[src/rtl/arb_mux_n.sv]
// arb_mux_n: NCH-input arbitrating multiplexer with a single registered output slot.
// MODE=0 selects the channel by SEL; MODE=1 uses a round-robin search that starts
// after the last granted channel.
// The optional out-of-range-select check on ERR is enabled by defining ARB_MUX_N_SELCHK_EN.
module arb_mux_n #(
  parameter int WIDTH = 16,
  parameter int NCH   = 4,
  parameter int SELW  = 3
) (
  input  logic                 CLK,
  input  logic                 RST,
  input  logic [NCH*WIDTH-1:0] I,
  input  logic [NCH-1:0]       I_valid,
  output logic [NCH-1:0]       I_ready,
  input  logic                 MODE,
  input  logic [SELW-1:0]      SEL,
  output logic [WIDTH-1:0]     O,
  output logic                 O_valid,
  input  logic                 O_ready,
  output logic [SELW-1:0]      GNT,
  output logic                 ERR
);

  logic [SELW-1:0]  ptr;
  logic [SELW-1:0]  gnt_idx;
  logic [WIDTH-1:0] data_sel;
  logic             hit;
  logic             free;
  logic             xfer;
  int unsigned      cand;

  assign free = !O_valid || O_ready;

  // Pick the granted channel, qualify it with slot space and reset, and mux its data
  always_comb begin
    hit      = 1'b0;
    gnt_idx  = '0;
    data_sel = '0;
    I_ready  = '0;
    cand     = 0;
    if (!MODE) begin
      // An out-of-range SEL matches no channel, so nothing is granted
      for (int unsigned k = 0; k < NCH; k++) begin
        if (SEL == SELW'(k)) begin
          hit     = I_valid[k];
          gnt_idx = SELW'(k);
        end
      end
    end else begin
      // Offsets 1..NCH from ptr; the first valid channel found wins
      for (int unsigned off = 1; off <= NCH; off++) begin
        cand = 32'(ptr) + off;
        if (cand >= NCH) cand = cand - NCH;
        if (!hit && I_valid[cand]) begin
          hit     = 1'b1;
          gnt_idx = SELW'(cand);
        end
      end
    end
    xfer = hit && free && !RST;
    for (int unsigned k = 0; k < NCH; k++) begin
      if (gnt_idx == SELW'(k)) begin
        data_sel   = I[k*WIDTH +: WIDTH];
        I_ready[k] = xfer;
      end
    end
  end

  // Output slot: load on transfer, drain when accepted with nothing to load
  always_ff @(posedge CLK or posedge RST) begin
    if (RST) begin
      O       <= '0;
      O_valid <= 1'b0;
      GNT     <= '0;
      ptr     <= SELW'(NCH - 1);
    end else if (xfer) begin
      O       <= data_sel;
      GNT     <= gnt_idx;
      O_valid <= 1'b1;
      if (MODE) ptr <= gnt_idx;
    end else if (O_ready) begin
      O_valid <= 1'b0;
    end
  end

`ifdef ARB_MUX_N_SELCHK_EN
  logic sel_oor;
  assign sel_oor = 32'(SEL) >= NCH;

  // Sticky flag: fixed mode pointed outside the channel range while a channel requested
  always_ff @(posedge CLK or posedge RST) begin
    if (RST) begin
      ERR <= 1'b0;
    end else if (!MODE && sel_oor && (|I_valid)) begin
      ERR <= 1'b1;
    end
  end
`else
  assign ERR = 1'b0;
`endif

endmodule

[config.mk]
export PLATFORM = sky130hd
export DESIGN_NAME = arb_mux_n
export DESIGN_NICKNAME = d
export VERILOG_FILES = /design/src/rtl/arb_mux_n.sv
export SDC_FILE = /design/constraint.sdc
export NUM_CORES = 1
export LEC_CHECK = 0
export CAP_MARGIN = 0
export CORE_ASPECT_RATIO = 1.5
export CORE_MARGIN = 2
export CORE_UTILIZATION = 43
export DETAILED_ROUTE_END_ITERATION = 10
export PLACE_DENSITY = 0.82
export SYNTH_ARGS = -nofsm -noshare
export SYNTH_HDL_FRONTEND = slang
export SYNTH_SLANG_ARGS = --single-unit
[constraint.sdc]
create_clock -name CLK -period 5 [get_ports CLK]
set_input_delay 1 -clock CLK [delete_from_list [all_inputs] [get_ports CLK]]
set_output_delay 1 -clock CLK [all_outputs]
set_load 0.01 [all_outputs]
==> impl_results.rst <==
.. list-table::
   :header-rows: 1

   * - Metric
     - Value
   * - Maximum VDD drop
     - 0.0003248 V
   * - Insertion delay to the later sink of the worst-skew pair
     - 260 ps
   * - Number of clock buffers inserted by TritonCTS
     - 3
   * - Area added between synthesis and finish
     - 50.67%
   * - Cell with the largest stage delay on the worst path
     - mux4_2
   * - Max capacitance violation total
     - 0
   * - Post-synth EDFFs
     - 0
   * - Main flop type after synthesis
     - dfrtp_1
   * - Crit Reg-Reg Endpoint
     - O[5]
   * - Register bit total from synthesis
     - 23
   * - Post-CTS setup repair buffer count
     - 0
   * - Synth async-reset ratio
     - 100.0%
   * - Core Rows
     - 32
   * - Buffers plus inverters on the worst setup path
     - 4
   * - Fraction of the mapped netlist area in adder cells
     - 3.326%
   * - Synthesized instance count
     - 257
   * - Final count of negative-setup-slack endpoints
     - 0
   * - Max stage delay on crit path
     - 540 ps
   * - Period utilisation layout
     - 97.33%
   * - Sequential fraction of the synthesis area
     - 25.61%
   * - Dominant combinational cell family by area after synthesis
     - compound AO/OA/AOI/OAI gates
   * - Status
     - finished, final reports clean
   * - Share of Yosys cell area claimed by the top area cell type
     - 23.28%
   * - # hold bufs at CTS
     - 0
   * - Gpl congestion
     - 0.8999
   * - Initial DRT Pass Iterations
     - 4
   * - CTS Root Buffer Type
     - clkbuf_8
   * - TritonCTS clock tree
     - built
   * - Count leader, synth
     - nand2_1
   * - Global-route wire length before repair
     - 12,270 um
   * - Detailed route wirelength on metal2
     - 4102 um
   * - Net count reported at finish
     - 434
   * - Resize count post-CTS
     - 0
   * - Ports placed on the boundary
     - 100
   * - Worst clock skew
     - 6.427 ps
   * - Worst setup EP type
     - primary output
   * - Origin of the worst setup path
     - I_valid[2]
   * - Post-Route Hold Slack
     - 489.2 ps
   * - Hold Vio Cnt, Final
     - 0
   * - Biggest area consumer among synthesized cells
     - dfrtp_1
   * - Antenna Diode Count
     - 0
   * - Fill cell total of the finished layout
     - 431
   * - Slew @ Worst Pin
     - 922.4 ps
   * - F_max
     - 205.5 MHz
   * - Worst Setup Path Type
     - input pin to primary output
   * - Number of global-route vias before repair
     - 2,554
   * - Logic depth of the worst path, buffers included
     - 9
   * - DRC violation count after routing
     - 0
   * - Share of cell area taken by muxes after synthesis
     - 6.264%
   * - Number of H-tree branching levels
     - 1
   * - Wire length per cell
     - 17.92 um
   * - CTS max path bufs
     - 2
   * - Number of DRC violations after detailed-routing iteration 0
     - 128
   * - Met3 Wirelength
     - 337 um
   * - Required time reported for the critical path endpoint
     - 4000 ps
   * - RSZ-0062 raised after global routing
     - no
   * - Syn nets
     - 338
   * - DRT Wirelength
     - 7525 um
   * - Path category of the worst min-delay check
     - flip-flop to flip-flop
   * - Die Y
     - 92.74 um
   * - Core area
     - 5085 um2
   * - Top layer in use
     - met4
   * - Number of distinct library cells after synthesis
     - 57
   * - Netlist area before placement
     - 2257 um2
   * - Synth Area in Simple Gates
     - 20.12%
   * - Endpoint of the most critical setup path
     - I_ready[0]
   * - Post-route ant nets
     - 0
   * - Initial core utilization
     - 44.39%
   * - Compound-gate portion of the synthesized area
     - 33.31%
   * - Die X-Extent
     - 63.16 um
   * - Number of antenna violations at the first check in global routing
     - 0
   * - Count of pins over their slew limit
     - 0
   * - Relative slew slack
     - 38.44%
   * - Top cells by area, synth
     - dfrtp_1 (23%), o221ai_2 (6.7%), a221o_1 (6.2%)
   * - Post-Syn Area per Cell
     - 8.783 um2
   * - HPWL reported at the end of detailed placement
     - 5854 um
   * - Arrival time reported for the critical path endpoint
     - 3870 ps
   * - Number of synthesis warnings
     - 0
   * - Reg2reg setup slack
     - 1270 ps
   * - CTS clock-pin slew for the worst setup and hold paths
     - 90 ps
   * - Leakage power of the design
     - 1.421 nW
   * - Type of element launching the critical path
     - input pin
   * - Global router's overall resource usage
     - 26.30%
   * - Post-Route M1 WL
     - 2883 um
   * - Post-Synth XOR/XNOR Area
     - 0.7761%
   * - Full die area
     - 5857 um2
   * - Most common library cells after synthesis
     - nand2_1 (27), inv_1 (24), dfrtp_1 (21), clkbuf_1 (15)
   * - DR vias/cell
     - 5.752
   * - Period minus WS final
     - 4867 ps
   * - Setup tns final
     - 0 ps
   * - Pin count of the biggest net entering global routing
     - 26
   * - Worst R2R Path Depth
     - 11
   * - Largest fanout on the critical path
     - 15
   * - Total congestion overflow
     - 0
   * - Vias after detailed routing
     - 2,416
   * - Cells traversed along the worst timing path
     - clkdlybuf4s50_1 > buf_4 > mux4_2 > o21bai_1 > a2111oi_4 > nor2_2 > buf_4 > and3_1 > clkdlybuf4s50_1
   * - Clock sinks
     - 23
   * - Worst r2r src
     - ptr[1]
   * - IO Port Bufs
     - 98
   * - Power density cells
     - 473.0 nW/um2
   * - Fraction of layout cells with a size suffix above 1
     - 15.34%
   * - Kind of cell with the highest combined delay on the critical path
     - buffers and inverters
[worst register-to-register path: cells and delay by family, from the launching register on]
kind / cells / cell delay, ps
DFF: 1 / 530
buffers and inverters: 3 / 530
muxes: 1 / 420
adders and majority gates: 1 / 490
AOI/OAI and AO/OA: 4 / 1060
and+or+nand+nor: 2 / 640
[cell families (layout without fill, tap and decap cells)]
family                   count (synthesis)  in the layout
XOR/XNOR                                 2              2
AO/OA/AOI/OAI                           84             84
buffers and inverters                   52            147
multiplexers                             9              9
other                                    1              1
AND/OR/NAND/NOR                         80             80
adder cells (fa/ha/maj)                  6              6
flip-flops                              23             23
[metal layers]
| layer | vias up | GRT usage, % |
|---|---|---|
| met3 | 16 | 3.645 |
| met4 | 0 | 7.778 |
| met1 | 1147 | 28.71 |
| met2 | 91 | 51.33 |
| li1 | 1162 | - |
| met5 | - | 0 |
[area by class of cell]
| type | instances | area (um2) | area share, % |
|---|---|---|---|
| well taps | 68 | 85.08 | 2.502 |
| flip-flops and latches | 23 | 578.1 | 17.00 |
| inverters | 24 | 90.09 | 2.649 |
| repair buffers | 119 | 1146 | 33.70 |
| clock inverters | 1 | 5.005 | 0.1472 |
| multi-input cells | 182 | 1455 | 42.79 |
| clock buffers | 3 | 41.29 | 1.214 |
[where the power goes]
group          switching [mW]  internal, mW  total [mW]  leakage (nW)
clock network          0.0618        0.0556       0.117        0.0255
registers              0.0579         0.279       0.336         0.287
logic                   0.583         0.572        1.15          1.11
total                   0.703         0.906        1.61          1.42
[cells in the final DEF (no fill, tap or decap), types with 3 or more instances in the layout]
cell	instances
o211ai_1	8
clkdlybuf4s50_1	95
nand2b_1	3
o221ai_2	10
o2111ai_1	13
buf_4	21
inv_1	24
and2_1	14
nand2_1	27
clkbuf_8	3
mux2i_1	4
a32o_1	3
nand3_1	9
a21oi_1	3
mux4_2	4
dfrtp_1	21
dlymetal6s2s_1	3
o221ai_1	3
a221o_1	14
nor2_1	5
ha_1	6
o21ai_0	14
[registers in the layout, summed over array words and instances (netlist names)]
signal   flops
O           16
GNT          3
O_valid      1
ptr          3
[worst min path at each step]
stage | startpoint | endpoint | cells after the start
2_1_floorplan | GNT[2] | GNT[2] | 2
3_3_place_gp | GNT[2] | GNT[2] | 2
3_5_place_dp | GNT[2] | GNT[2] | 2
4_1_cts | GNT[2] | GNT[2] | 2
5_1_grt | GNT[2] | GNT[2] | 2
6_report | GNT[2] | GNT[2] | 2
[metrics by stage]
step / area (um2) / util, % / power [mW] / worst slack [ps] / instances
3_3_place_gp: 3339 / 65.67 / 1.468 / 94.20 / 416
4_1_cts: 3386 / 66.58 / 1.609 / 47.24 / 420
5_1_grt: 3401 / 66.88 / 1.719 / 47.88 / 420
3_5_place_dp: 3339 / 65.67 / 1.482 / 77.77 / 416
2_1_floorplan: 2257 / - / 1.065 / 777.5 / 257
6_report: 3401 / 66.88 / 1.609 / 133.5 / 420
Power figures use the tool's default switching activity.
